`config.mk`:
```
export PLATFORM = sky130hd
export DESIGN_NAME = bp_update_scheduler
export DESIGN_NICKNAME = d
export VERILOG_FILES = /design/src/rtl/bp_update_scheduler.sv
export SDC_FILE = /design/constraint.sdc
export NUM_CORES = 1
export LEC_CHECK = 0
export ABC_CLOCK_PERIOD_IN_PS = 3100
export CAP_MARGIN = 5
export CORE_MARGIN = 2
export CORE_UTILIZATION = 35
export CTS_BUF_LIST = sky130_fd_sc_hd__clkbuf_8
export CTS_CLUSTER_DIAMETER = 60
export DETAILED_ROUTE_END_ITERATION = 8
export PLACE_DENSITY = 0.53
export SLEW_MARGIN = 20
export SYNTH_ARGS = -nofsm -noshare
export SYNTH_HDL_FRONTEND = slang
export SYNTH_SLANG_ARGS = --single-unit
```
`constraint.sdc`:
```
create_clock -name clk -period 3.1 [get_ports clk]
set_input_delay 0.31 -clock clk [delete_from_list [all_inputs] [get_ports clk]]
set_output_delay 0.31 -clock clk [all_outputs]
set_load 0.005 [all_outputs]
```
`src/rtl/bp_update_scheduler.sv`:
```
// bp_update_scheduler: owns the write port of the 2-bit branch predictor table.
//   After reset or in_pred_clear it sweeps every entry to CNT_INIT, then applies
//   queued ROB commit updates as one read-modify-write per cycle.
// Ports:
//   clk, rst (sync, active-low), rdy (global enable), in_pred_clear (restart sweep)
//   in_rob_bp_res/in_rob_tag/in_rob_jump_res : commit push; out_rob_full : FIFO full
//   out_tbl_ridx/in_tbl_rdata                : combinational table read of FIFO head
//   out_tbl_we/out_tbl_widx/out_tbl_wdata    : registered table write
//   out_pred_ready                           : 0 while the sweep is in progress
// Optional: define BP_STATS_EN to add out_stat_taken/out_stat_nottaken counters.
module bp_update_scheduler #(
  parameter int unsigned TAG_W      = 8,
  parameter int unsigned FIFO_DEPTH = 4,
  parameter logic [1:0]  CNT_INIT   = 2'b01
) (
  input  logic             clk,
  input  logic             rst,
  input  logic             rdy,
  input  logic             in_pred_clear,
  input  logic             in_rob_bp_res,
  input  logic [TAG_W-1:0] in_rob_tag,
  input  logic             in_rob_jump_res,
  output logic             out_rob_full,
  output logic [TAG_W-1:0] out_tbl_ridx,
  input  logic [1:0]       in_tbl_rdata,
  output logic             out_tbl_we,
  output logic [TAG_W-1:0] out_tbl_widx,
  output logic [1:0]       out_tbl_wdata,
  output logic             out_pred_ready
`ifdef BP_STATS_EN
  ,
  output logic [31:0]      out_stat_taken,
  output logic [31:0]      out_stat_nottaken
`endif
);

  localparam int unsigned PTR_W = (FIFO_DEPTH > 1) ? $clog2(FIFO_DEPTH) : 1;
  localparam int unsigned CNT_W = PTR_W + 1;
  localparam logic [CNT_W-1:0] DEPTH_C = CNT_W'(FIFO_DEPTH);

  typedef enum logic {ST_INIT, ST_RUN} state_e;

  state_e             state_q, state_d;
  logic [TAG_W-1:0]   sweep_q, sweep_d;
  logic [TAG_W-1:0]   fifo_tag_q [FIFO_DEPTH];
  logic [TAG_W-1:0]   fifo_tag_d [FIFO_DEPTH];
  logic [FIFO_DEPTH-1:0] fifo_dir_q, fifo_dir_d;
  logic [PTR_W-1:0]   wr_ptr_q, wr_ptr_d;
  logic [PTR_W-1:0]   rd_ptr_q, rd_ptr_d;
  logic [CNT_W-1:0]   count_q, count_d;
  logic               we_q, we_d;
  logic [TAG_W-1:0]   widx_q, widx_d;
  logic [1:0]         wdata_q, wdata_d;
  logic               ready_q, ready_d;

  logic               push, pop, bypass, head_dir;
  logic [TAG_W-1:0]   head_tag;
  logic [1:0]         cur_cnt, new_cnt;

  assign out_rob_full   = (count_q == DEPTH_C);
  assign head_tag       = fifo_tag_q[rd_ptr_q];
  assign head_dir       = fifo_dir_q[rd_ptr_q];
  assign out_tbl_ridx   = head_tag;
  assign out_tbl_we     = we_q;
  assign out_tbl_widx   = widx_q;
  assign out_tbl_wdata  = wdata_q;
  assign out_pred_ready = ready_q;

  always_comb begin
    push    = in_rob_bp_res && rdy && !out_rob_full && !in_pred_clear;
    pop     = rdy && !in_pred_clear && (state_q == ST_RUN) && (count_q != '0);
    // The write registered last cycle has not reached the table yet.
    bypass  = we_q && (widx_q == head_tag);
    cur_cnt = bypass ? wdata_q : in_tbl_rdata;
    if (head_dir) new_cnt = (cur_cnt == 2'b11) ? 2'b11 : cur_cnt + 2'b01;
    else          new_cnt = (cur_cnt == 2'b00) ? 2'b00 : cur_cnt - 2'b01;

    state_d    = state_q;
    sweep_d    = sweep_q;
    fifo_tag_d = fifo_tag_q;
    fifo_dir_d = fifo_dir_q;
    wr_ptr_d   = wr_ptr_q;
    rd_ptr_d   = rd_ptr_q;
    count_d    = count_q;
    we_d       = 1'b0;
    widx_d     = widx_q;
    wdata_d    = wdata_q;

    if (rdy) begin
      if (in_pred_clear) begin
        state_d  = ST_INIT;
        sweep_d  = '0;
        wr_ptr_d = '0;
        rd_ptr_d = '0;
        count_d  = '0;
      end else begin
        if (push) begin
          fifo_tag_d[wr_ptr_q] = in_rob_tag;
          fifo_dir_d[wr_ptr_q] = in_rob_jump_res;
          wr_ptr_d             = wr_ptr_q + 1'b1;
        end
        if (pop) rd_ptr_d = rd_ptr_q + 1'b1;
        count_d = count_q + {{PTR_W{1'b0}}, push} - {{PTR_W{1'b0}}, pop};
        case (state_q)
          ST_INIT: begin
            we_d    = 1'b1;
            widx_d  = sweep_q;
            wdata_d = CNT_INIT;
            sweep_d = sweep_q + 1'b1;
            if (sweep_q == '1) state_d = ST_RUN;
          end
          ST_RUN: begin
            if (pop) begin
              we_d    = 1'b1;
              widx_d  = head_tag;
              wdata_d = new_cnt;
            end
          end
          default: state_d = ST_INIT;
        endcase
      end
    end
    ready_d = (state_d == ST_RUN);
  end

  always_ff @(posedge clk) begin
    if (!rst) begin
      state_q  <= ST_INIT;
      sweep_q  <= '0;
      wr_ptr_q <= '0;
      rd_ptr_q <= '0;
      count_q  <= '0;
      we_q     <= 1'b0;
      widx_q   <= '0;
      wdata_q  <= '0;
      ready_q  <= 1'b0;
    end else begin
      state_q  <= state_d;
      sweep_q  <= sweep_d;
      wr_ptr_q <= wr_ptr_d;
      rd_ptr_q <= rd_ptr_d;
      count_q  <= count_d;
      we_q     <= we_d;
      widx_q   <= widx_d;
      wdata_q  <= wdata_d;
      ready_q  <= ready_d;
    end
  end

  // Entry storage is qualified by count/pointers, so it needs no reset.
  always_ff @(posedge clk) begin
    fifo_tag_q <= fifo_tag_d;
    fifo_dir_q <= fifo_dir_d;
  end

`ifdef BP_STATS_EN
  logic [31:0] stat_t_q, stat_t_d, stat_n_q, stat_n_d;

  always_comb begin
    stat_t_d = stat_t_q;
    stat_n_d = stat_n_q;
    if (rdy && in_pred_clear) begin
      stat_t_d = '0;
      stat_n_d = '0;
    end else if (pop) begin
      if (head_dir) stat_t_d = stat_t_q + 32'd1;
      else          stat_n_d = stat_n_q + 32'd1;
    end
  end

  always_ff @(posedge clk) begin
    if (!rst) begin
      stat_t_q <= '0;
      stat_n_q <= '0;
    end else begin
      stat_t_q <= stat_t_d;
      stat_n_q <= stat_n_d;
    end
  end

  assign out_stat_taken    = stat_t_q;
  assign out_stat_nottaken = stat_n_q;
`endif

endmodule

```
==> results.sh, run 1 <==
export IMPL_syn_avg_cell_area_um2=12.8
export IMPL_grt_use_total_pct=15.0
export IMPL_finalWirelength_mm=6.05
export IMPL_initial_utilization_pct=36.7
export IMPL_cp_arrival_ps=2330
export IMPL_crit_fanout=11
export IMPL_ys_seq_area_share_pct=56.7
export IMPL_die_width_um=94.4
export IMPL_min_period_ps=2640
export IMPL_clkLatencyLatePin_ps=330
export IMPL_critPathRequiredTime_ps=2790
export IMPL_crit_buf_inv=2
export IMPL_cts_setup_buffers=0
export IMPL_powerDensity_mw_per_mm2=466
export IMPL_syn_area_mm2=0.00286
export IMPL_cpPeakStageDelay_ps=670
export IMPL_io_pins=37
export IMPL_area_growth_syn_to_layout_pct=23.1
export IMPL_dp_hpwl_mm=4.28
export IMPL_clkSinkCount=63
export IMPL_synth_top_family_by_area="multiplexers"
export IMPL_ys_types=43
export IMPL_worst_pin_slew_ps=668
export IMPL_num_fill_cells=737
export IMPL_synth_xor_area_share_pct=4.81
export IMPL_yosysWarnings=0
export IMPL_die_area_mm2=0.00892
export IMPL_root_buffer="clkbuf_8"
export IMPL_grt_antenna_before_repair=0
export IMPL_worst_path_max_delay_cell="dfxtp_1"
export IMPL_rsz0062_at_grt="no"
export IMPL_leakage_uw=0.00118
export IMPL_core_mm2=0.00781
export IMPL_synthAdderAreaFrac_pct=4.15
export IMPL_h_tree_depth=3
export IMPL_grt_pass1_wl_mm=9.78
export IMPL_place_congestion=0.855
export IMPL_hp_class="reg2reg"
export IMPL_ctsResizeCount=0
export IMPL_synth_simple_area_share_pct=11.4
export IMPL_synth_fp_nets=248
export IMPL_final_nets=294
export IMPL_ant_nets=0
export IMPL_finalSetupViolCount=0
export IMPL_muxShareOfSynthArea_pct=12.2
export IMPL_hold_viol_final=0
export IMPL_path_cells="buf_4 -> mux4_2 -> clkdlybuf4s50_1"
export IMPL_postPlaceCellArea_mm2=0.00335
export IMPL_synth_compound_area_share_pct=7.43
export IMPL_maxSlewHeadroom_pct=55.4
export IMPL_dr_pass1_iters=5
export IMPL_stdcell_area_mm2=0.00352
export IMPL_fin_skew_ps=9.50
export IMPL_cts_buffers=9
export IMPL_grt_overflow=0
export IMPL_syn_inst=224
export IMPL_wl_per_cell_um=16.0
export IMPL_end_kind="output pin"
export IMPL_avgViaCountPerCell=4.97
export IMPL_drt_iter0_drc=94
export IMPL_num_vias=1874
export IMPL_diodes=0
export IMPL_min_period_over_period_pct=85.2
export IMPL_setup_tns_ps=0
export IMPL_worstSetupStartpointType="register"
export IMPL_ys_seq_elements=63
export IMPL_critical_path_top_delay_family="buffers and inverters"
export IMPL_grt_pass1_vias=1822
export IMPL_ir_drop_v=0.000304
export IMPL_die_h_um=94.4
export IMPL_route_detailed_drc=0
export IMPL_cts_tree="built"
export IMPL_portBuffers=36
export IMPL_grt_max_degree=21
export IMPL_drive_above_1_share_pct=11.3
export IMPL_clk_path_buf_depth=2
export IMPL_maxCapViolCount=0
export IMPL_fmax_ghz=0.379
export IMPL_worstSetupPathType="reg2out"
export IMPL_holdBufCountCts=0
export IMPL_maxSlewViolCount=0
export IMPL_clk_pin_slew_ps=70
export IMPL_outcome="completed"
export IMPL_fp_row_count=32
[Yosys cell counts, drive strengths merged]
cell type   n  area (um2)
clkbuf      5        18.8
nand2       7        26.3
a32oi       1        8.76
a21oi       9        45.0
nand3b      5        37.5
nand4       3        18.8
nor4        1        6.26
nand2b      1        6.26
inv        10        37.5
o221ai      2        17.5
nor2       27         101
o2111ai     2        17.5
and3        2        13.8
and2        6        37.5
a21o        1        7.51
edfxtp     36        1080
buf         4        40.0
nor2b       1        6.26
o21a        2        15.0
a311oi      1        8.76
or3b        1        8.76
xnor2       9        93.8
a211oi      9        67.6
mux2i      15         150
ha          7        87.6
or3         1        6.26
nor3        3        15.0
o21ai       2        10.0
maj3        1        11.3
mux4        8         199
nand3       5        25.0
xor2        5        43.8
dfxtp      27         541
a22oi       2        15.0
and4        1        8.76
nor3b       1        7.51
fa          1        20.0
[layout by cell type, fill, tap and decap left out, types with 2 or more instances in the layout]
cell             netlist  routed
o21ai_0                2       2
ha_1                   7       7
nor2_1                27      27
mux4_1                 5       5
nand3b_1               5       5
a21oi_1                9       9
xnor2_1                7       7
buf_4                  0       8
mux2i_1               15      15
o221ai_1               2       2
nand2_1                7       7
clkbuf_8               0       9
edfxtp_1              36      36
mux4_2                 3       3
inv_1                 10      10
o21a_1                 2       2
xor2_1                 5       5
xnor2_2                2       2
o2111ai_1              2       2
nor3_1                 3       3
a22oi_1                2       2
clkdlybuf4s50_1        0      36
nand4_1                3       3
clkinvlp_4             0       3
and2_1                 6       6
dfxtp_1               27      27
a211oi_1               9       9
nand3_1                5       5
[worst register-to-register path: cells and delay by family, from the launching register on]
| family | cells | cell delay (ps) |
|---|---|---|
| fa+ha+maj | 3 | 740 |
| compound gates | 2 | 330 |
| xor+xnor | 1 | 150 |
| buf+inv | 3 | 220 |
| simple gates | 3 | 550 |
| flops | 1 | 440 |
[metal layers]
| layer | routed length (um) | GRT usage [%] |
|---|---|---|
| met1 | 2740 | 19.2 |
| met2 | 2950 | 23.6 |
| met3 | 281 | 5.59 |
| met4 | 76 | 4.95 |
| met5 | 0 | 0 |
[through the flow]
stage	instances	setup slack (ps)	hold slack, ps	total power [uW]	util [%]
finish	377	459	526	1640	45.1
global route	377	302	560	1720	45.1
CTS	377	432	532	1660	45.1
detailed placement	361	268	523	1040	42.9
global placement	361	328	521	1040	42.9
floorplan	224	638	409	976	-
[path summary, 6_finish.rpt]
check / start / to / slack [ps] / cells past startpoint
setup / recovery: rd_ptr_q[0]$_SDFFE_PN0P_ / out_tbl_ridx[4] / 460 / 3
setup reg to reg: count_q[1]$_SDFFE_PN0P_ / count_q[2]$_SDFFE_PN0P_ / 560 / 12
hold reg to reg: sweep_q[6]$_SDFFE_PN0P_ / out_pred_ready$_SDFFE_PN0P_ / 530 / 2
hold / removal: sweep_q[6]$_SDFFE_PN0P_ / out_pred_ready$_SDFFE_PN0P_ / 530 / 2
[registers in the layout (all words and copies together) (netlist names)]
register        flops
out_pred_ready      1
out_tbl_wdata       2
rd_ptr_q            2
sweep_q             8
wr_ptr_q            2
out_tbl_we          1
fifo_dir_q          4
fifo_tag_q         32
count_q             3
out_tbl_widx        8
[layout make-up]
| cell class | count | area, um2 | area share (%) |
|---|---|---|---|
| Sequential cell | 63 | 1620 | 46.0 |
| Multi-Input combinational cell | 142 | 1140 | 32.5 |
| Timing Repair Buffer | 44 | 420 | 11.9 |
| Tap cell | 102 | 128 | 3.62 |
| Clock buffer | 9 | 124 | 3.52 |
| Clock inverter | 7 | 48.8 | 1.38 |
| Inverter | 10 | 37.5 | 1.07 |
[power by group]
part,switching [uW],leakage (uW),internal [uW]
combinational,52.4,0.000555,61.0
sequential,11.8,0.000545,896
clock,330,0.0000793,289
[cell families after synthesis]
group                      Yosys count
AOI/OAI and AO/OA                   31
xor gates and xnor gates            14
adders and majority gates            9
buffers and inverters               19
DFF                                 63
muxes                               23
and+or+nand+nor                     65
Note: power is estimated with default switching activity, not from simulation.
==> run 2, diff against run 1 <==
--- a/config.mk
+++ b/config.mk
@@ -5,6 +5,7 @@
 export SDC_FILE = /design/constraint.sdc
 export NUM_CORES = 1
 export LEC_CHECK = 0
+export ABC_AREA = 1
 export ABC_CLOCK_PERIOD_IN_PS = 3100
 export CAP_MARGIN = 5
 export CORE_MARGIN = 2
@@ -12,7 +13,7 @@
 export CTS_BUF_LIST = sky130_fd_sc_hd__clkbuf_8
 export CTS_CLUSTER_DIAMETER = 60
 export DETAILED_ROUTE_END_ITERATION = 8
-export PLACE_DENSITY = 0.53
+export PLACE_DENSITY = 0.52
 export SLEW_MARGIN = 20
 export SYNTH_ARGS = -nofsm -noshare
 export SYNTH_HDL_FRONTEND = slang
==> run 2 against run 1 <==
  * Synthesized area rose by 10%
  * Critical path depth rose by 10
  * Count of clock-buffer cells in the layout did not move
==> results.sh, run 2 <==
export IMPL_num_vias=2351
export IMPL_syn_area_mm2=0.00316
export IMPL_min_period_ps=2500
export IMPL_largest_reg_flops=32
export IMPL_final_nets=420
export IMPL_hp_start="sweep_q[1]$_SDFFE_PN0P_"
export IMPL_route_detailed_drc=0
export IMPL_ys_types=39
export IMPL_timing_final_ws_setup_ps=601
export IMPL_grt_overflow=0
export IMPL_worstSetupStartpointType="input pin"
export IMPL_critPathRequiredTime_ps=3340
export IMPL_hold_depth=2
export IMPL_power_share_switching_pct=26.2
export IMPL_layout_common_cells="nand2_1 (75), inv_1 (52), edfxtp_1 (36), clkdlybuf4s50_1 (36), nor2_1 (28)"
export IMPL_io_pins=37
export IMPL_leakage_uw=0.00155
export IMPL_clk_pin_slew_ps=70
export IMPL_power_share_combinational_pct=11.8
export IMPL_drt_iter0_drc=135
export IMPL_clk_path_buf_depth=2
export IMPL_cp_arrival_ps=2740
export IMPL_p_int_uw=1280
export IMPL_portBuffers=36
export IMPL_dp_hpwl_mm=5.15
export IMPL_synth_top_area_share_pct=34.2
export IMPL_dr_pass1_iters=4
export IMPL_pwr_share_seq_pct=52.9
export IMPL_yosysWarnings=0
export IMPL_syn_inst=347
export IMPL_ir_drop_v=0.000207
export IMPL_die_width_um=99.0
export IMPL_place_congestion=0.791
export IMPL_cts_setup_buffers=0
export IMPL_worst_pin_slew_ps=592
export IMPL_synthFlopType="edfxtp_1"
export IMPL_ys_seq_area_share_pct=51.4
export IMPL_postPlaceCellArea_mm2=0.00364
export IMPL_powerDensity_mw_per_mm2=454
export IMPL_outcome="completed"
export IMPL_hold_viol_final=0
export IMPL_worstSetupPathType="in2reg"
export IMPL_end_kind="register"
export IMPL_clkSinkCount=63
export IMPL_crit_reg2reg_capture="count_q[2]$_SDFFE_PN0P_"
export IMPL_top_register="fifo_tag_q"
export IMPL_fmax_ghz=0.400
export IMPL_avgViaCountPerCell=4.62
export IMPL_rrSetupSlack_ps=800
export IMPL_ys_seq_elements=63
export IMPL_grt_antenna_before_repair=0
export IMPL_yosys_area_top_type="edfxtp_1"
export IMPL_stdcell_area_mm2=0.00381
export IMPL_hold_end="sweep_q[1]$_SDFFE_PN0P_"
export IMPL_async_flop_share_pct=0
export IMPL_holdWs_ps=491
export IMPL_grt_pass1_vias=2249
export IMPL_yosysMostFrequentCell="nand2_1"
export IMPL_maxSlewViolCount=0
export IMPL_cts_buffers=9
export IMPL_crit_fanout=5
export IMPL_ant_nets=0
export IMPL_die_area_mm2=0.00980
export IMPL_area_growth_syn_to_layout_pct=20.7
export IMPL_ctsResizeCount=0
export IMPL_rsz0062_at_grt="no"
export IMPL_p_switching_uw=453
export IMPL_holdBufCountCts=0
export IMPL_grt_max_degree=22
export IMPL_clkLatencyLatePin_ps=350
export IMPL_min_period_over_period_pct=80.6
export IMPL_syn_avg_cell_area_um2=9.10
export IMPL_h_tree_depth=3
export IMPL_root_buffer="clkbuf_8"
export IMPL_finalWirelength_mm=7.13
export IMPL_fin_skew_ps=8.37
export IMPL_finalPower_uw=1730
export IMPL_setup_tns_ps=0
export IMPL_grt_use_total_pct=15.7
export IMPL_final_common_cell="nand2_1"
export IMPL_maxCapViolCount=0
export IMPL_synth_fp_nets=371
export IMPL_synth_edff_count=36
export IMPL_die_h_um=99.0
export IMPL_fp_row_count=34
export IMPL_ys_top_cells_by_area="edfxtp_1 (34%), dfxtp_1 (17%), nand2_1 (8.9%)"
export IMPL_initial_utilization_pct=36.2
export IMPL_finalSetupViolCount=0
export IMPL_hp_class="reg2reg"
export IMPL_diodes=0
export IMPL_r2r_cells=12
export IMPL_clockPowerShare_pct=35.3
export IMPL_drive_above_1_share_pct=17.0
export IMPL_maxSlewHeadroom_pct=60.5
export IMPL_worstReg2RegStart="count_q[2]$_SDFFE_PN0P_"
export IMPL_wl_per_cell_um=14.0
export IMPL_core_mm2=0.00872
export IMPL_synthTopCellsByCount="nand2_1 (75), inv_1 (51), edfxtp_1 (36)"
export IMPL_grt_pass1_wl_mm=11.7
export IMPL_cts_tree="built"
export IMPL_pre_cts_ws_ps=248
run 2: cell count changes in the layout (fill, tap and decap cells not counted), sizes merged, moves of 6 or more:
cell,previous run,this run
nand2,7,93
inv,11,53
nand3,5,30
mux4,8,0
a211oi,9,3
o21ai,2,12
and2,6,0
mux2i,15,0
xnor2,9,2
run 2: per-layer routing:
metal / vias to the layer above / wire length (um) / global-route usage [%]
met4: 0 / 129 / 7.27
met2: 46 / 3240 / 24.2
li1: 1234 / - / -
met5: - / 0 / 0
met1: 1059 / 3420 / 21.5
met3: 12 / 337 / 2.70
run 2: logic make-up (layout without fill, tap and decap cells):
logic type      count (synthesis)  after routing  share of synthesized area, %
compound gates                 41             41                          8.44
xor+xnor                        4              4                          1.11
fa+ha+maj                       8              8                          3.41
buf+inv                        63            117                          9.55
flops                          63             63                          51.4
simple gates                  168            168                          26.1
run 2: how the worst max path moves through the flow:
stage	from	to	slack (ps)	depth (start not counted)
finish	rdy	count_q[2]$_SDFFE_PN0P_	600	13
global route	rdy	count_q[2]$_SDFFE_PN0P_	430	13
CTS	rdy	count_q[2]$_SDFFE_PN0P_	620	13
detailed placement	rdy	count_q[2]$_SDFFE_PN0P_	250	13
global placement	rdy	count_q[2]$_SDFFE_PN0P_	290	13
floorplan	out_pred_ready$_SDFFE_PN0P_	count_q[2]$_SDFFE_PN0P_	870	11
run 2: power groups by stage:
| stage | clock (uW) | combinational [uW] | sequential [uW] |
|---|---|---|---|
| global placement | 0 | 204 | 933 |
| CTS | 622 | 207 | 915 |
| finish | 609 | 204 | 914 |
| detailed placement | 0 | 206 | 933 |
| floorplan | 0 | 124 | 928 |
| global route | 659 | 230 | 916 |
run 2: per-stage QoR:
step,instances,utilization [%]
6_report,509,43.7
5_1_grt,509,43.7
4_1_cts,509,43.7
3_5_place_dp,493,41.8
3_3_place_gp,493,41.8
2_1_floorplan,347,-
run 2: final cells by class:
cell class	count	area, um2
clock buffers	9	124
clock inverters	7	41.3
fillers	824	4910
inverters	53	204
multi-input cells	221	1230
flip-flops and latches	63	1620
well taps	108	135
repair buffers	48	450
run 2: worst max-delay path, stage by stage:
cell	delay (ps)
clkdlybuf4s50_1	590
inv_1	140
nor2_2	160
inv_1	120
nor3_2	200
ha_1	250
inv_1	50
ha_1	130
inv_1	50
fa_1	370
xor2_1	160
a2bb2oi_1	160
nor2_1	50
==> run 3, diff against run 2 <==
--- a/config.mk
+++ b/config.mk
@@ -6,14 +6,14 @@
 export NUM_CORES = 1
 export LEC_CHECK = 0
 export ABC_AREA = 1
-export ABC_CLOCK_PERIOD_IN_PS = 3100
+export ABC_CLOCK_PERIOD_IN_PS = 2050
 export CAP_MARGIN = 5
 export CORE_MARGIN = 2
 export CORE_UTILIZATION = 35
 export CTS_BUF_LIST = sky130_fd_sc_hd__clkbuf_8
 export CTS_CLUSTER_DIAMETER = 60
 export DETAILED_ROUTE_END_ITERATION = 8
-export PLACE_DENSITY = 0.52
+export PLACE_DENSITY = 0.54
 export SLEW_MARGIN = 20
 export SYNTH_ARGS = -nofsm -noshare
 export SYNTH_HDL_FRONTEND = slang
==> constraint.sdc (replaced) <==
create_clock -name clk -period 2.05 [get_ports clk]
set_input_delay 0.205 -clock clk [delete_from_list [all_inputs] [get_ports clk]]
set_output_delay 0.205 -clock clk [all_outputs]
set_load 0.005 [all_outputs]
==> run 3 against run 2 <==
  * The flow now finishes with violations (setup timing)
  * Via count rose by 3.1%
  * Wire length down 0.36%
  * Register-to-register slack worse by 820 ps
  * Utilization up 3.4 points
  * Clock power is 110% higher
  * Final cell count increased by 4.3%
  * Final area increased by 7.8%
  * Clock skew about the same
  * Combinational power is 64% higher
  * Critical path type is now reg2reg
  * Critical endpoint unchanged
  * Largest cell class unchanged
  * Largest power group unchanged
==> results.sh, run 3 (synthesis results as in run 2) <==
export IMPL_outcome="finished with violations"
export IMPL_violations="setup timing"
export IMPL_route_detailed_drc=0
export IMPL_clkLatencyLatePin_ps=340
export IMPL_layout_common_cells="nand2_1 (75), inv_1 (51), edfxtp_1 (36), clkdlybuf4s50_1 (35), buf_4 (33)"
export IMPL_path_cells="or2_4 -> nor2_4 -> nor3_4 -> ha_1 -> inv_1 -> ha_1 -> inv_1 -> fa_2 -> xor2_1 -> a2bb2oi_1 -> nor2_1"
export IMPL_die_width_um=99.0
export IMPL_grt_pass1_vias=2413
export IMPL_grt_antenna_before_repair=0
export IMPL_clkSinkCount=63
export IMPL_crit_reg2reg_capture="count_q[2]$_SDFFE_PN0P_"
export IMPL_hold_end="fifo_tag_q[2]$_DFFE_PP_"
export IMPL_core_mm2=0.00872
export IMPL_maxCapViolCount=0
export IMPL_postPlaceCellArea_mm2=0.00384
export IMPL_r2r_cells=11
export IMPL_pre_cts_ws_ps=-530
export IMPL_end_kind="register"
export IMPL_grt_max_degree=22
export IMPL_timing_final_ws_setup_ps=-15.6
export IMPL_powerDensity_mw_per_mm2=735
export IMPL_hold_viol_final=0
export IMPL_finalPower_uw=3020
export IMPL_portBuffers=36
export IMPL_grt_use_total_pct=15.9
export IMPL_die_area_mm2=0.00980
export IMPL_cpPeakStageDelay_ps=330
export IMPL_leakage_uw=0.00172
export IMPL_cp_arrival_ps=2300
export IMPL_maxSlewViolCount=0
export IMPL_fp_row_count=34
export IMPL_clk_pin_slew_ps=70
export IMPL_stdcell_area_mm2=0.00411
export IMPL_rrSetupSlack_ps=-20
export IMPL_worstReg2RegStart="count_q[2]$_SDFFE_PN0P_"
export IMPL_num_fill_cells=835
export IMPL_initial_utilization_pct=36.2
export IMPL_worst_path_max_delay_cell="dfxtp_2"
export IMPL_grt_overflow=0
export IMPL_top_register="fifo_tag_q"
export IMPL_largest_reg_flops=32
export IMPL_root_buffer="clkbuf_8"
export IMPL_holdBufCountCts=0
export IMPL_hp_start="in_rob_tag[2]"
export IMPL_h_tree_depth=3
export IMPL_hp_class="in2reg"
export IMPL_cts_tree="built"
export IMPL_rsz0062_at_grt="yes"
export IMPL_critPathRequiredTime_ps=2290
export IMPL_cts_buffers=9
export IMPL_crit_fanout=3
export IMPL_die_h_um=99.0
export IMPL_diodes=0
export IMPL_maxSlewHeadroom_pct=77.0
export IMPL_final_common_cell="nand2_1"
export IMPL_drt_iter0_drc=81
export IMPL_place_congestion=0.847
export IMPL_io_pins=37
export IMPL_grt_pass1_wl_mm=12.0
export IMPL_multiInputGateArea_mm2=0.00127
export IMPL_finalWirelength_mm=7.10
export IMPL_wl_per_cell_um=13.4
export IMPL_clk_path_buf_depth=2
export IMPL_regArea_mm2=0.00163
export IMPL_num_vias=2425
export IMPL_drive_above_1_share_pct=23.6
export IMPL_fin_util_pct=47.1
export IMPL_worstSetupPathType="reg2reg"
export IMPL_ant_nets=0
export IMPL_hold_depth=1
export IMPL_ir_drop_v=0.000331
export IMPL_min_period_ps=2070
export IMPL_worst_pin_slew_ps=345
export IMPL_final_nets=442
export IMPL_min_period_over_period_pct=101
export IMPL_dp_hpwl_mm=5.36
export IMPL_fin_skew_ps=8.80
export IMPL_dr_pass1_iters=4
export IMPL_avgViaCountPerCell=4.57
export IMPL_finalSetupViolCount=2
export IMPL_worstSetupStartpointType="register"
export IMPL_area_growth_syn_to_layout_pct=30.0
export IMPL_fmax_ghz=0.484
==> run 3: cell count changes in the layout (fill, tap and decap cells not counted), sizes merged <==
cell           change
bufinv             +3
buf               +22
dlygate4sd2        +1
clkinv             -2
inv                -1
clkdlybuf4s50      -1
==> run 3: worst max-delay path, delay by kind of cell (launching register included) <==
kind            cells  cell delay (ps)
compound gates      1              170
buf+inv             2              110
flops               1              330
xor+xnor            1              140
simple gates        4              500
fa+ha+maj           3              730
==> run 3: what timing repair did <==
item	in CTS	in global routing
pin swaps	4	2
gates resized for setup	6	4
endpoints found under the setup margin	4	5
setup buffers	1	0
==> run 3: metal layers <==
metal | up-vias | GRT usage (%) | wire length, um
met5 | - | 0 | 0
met4 | 0 | 7.06 | 168
met3 | 10 | 2.84 | 335
met2 | 51 | 24.7 | 3210
met1 | 1084 | 21.8 | 3390
li1 | 1280 | - | -
==> run 3: worst max-delay path by stage <==
stage / to / start / cells past startpoint
finish: count_q[2]$_SDFFE_PN0P_ / count_q[2]$_SDFFE_PN0P_ / 11
global route: count_q[2]$_SDFFE_PN0P_ / count_q[2]$_SDFFE_PN0P_ / 11
CTS: count_q[2]$_SDFFE_PN0P_ / count_q[2]$_SDFFE_PN0P_ / 11
detailed placement: count_q[2]$_SDFFE_PN0P_ / rdy / 13
global placement: count_q[2]$_SDFFE_PN0P_ / rdy / 13
floorplan: count_q[2]$_SDFFE_PN0P_ / count_q[1]$_SDFFE_PN0P_ / 11
==> run 3: area by class of cell <==
type | count | area share (%)
clock buffer | 9 | 3.02
clock inverter | 7 | 2.74
inverter | 53 | 5.15
multi-input combinational | 221 | 30.8
sequential | 63 | 39.7
tap | 108 | 3.29
timing repair buffer | 70 | 15.3
==> run 3: per-stage QoR <==
step / hold WS (ps) / TNS (ps) / std cells
floorplan: 304 / 0 / 347
global placement: 478 / -863 / 514
detailed placement: 485 / -1030 / 514
CTS: 494 / -83.8 / 531
global route: 500 / -305 / 531
finish: 493 / -30.8 / 531
==> run 3: report_power, final <==
group | total [uW] | switching (uW) | internal, uW
sequential | 1380 | 22.2 | 1360
combinational | 334 | 173 | 162
clock | 1300 | 503 | 799
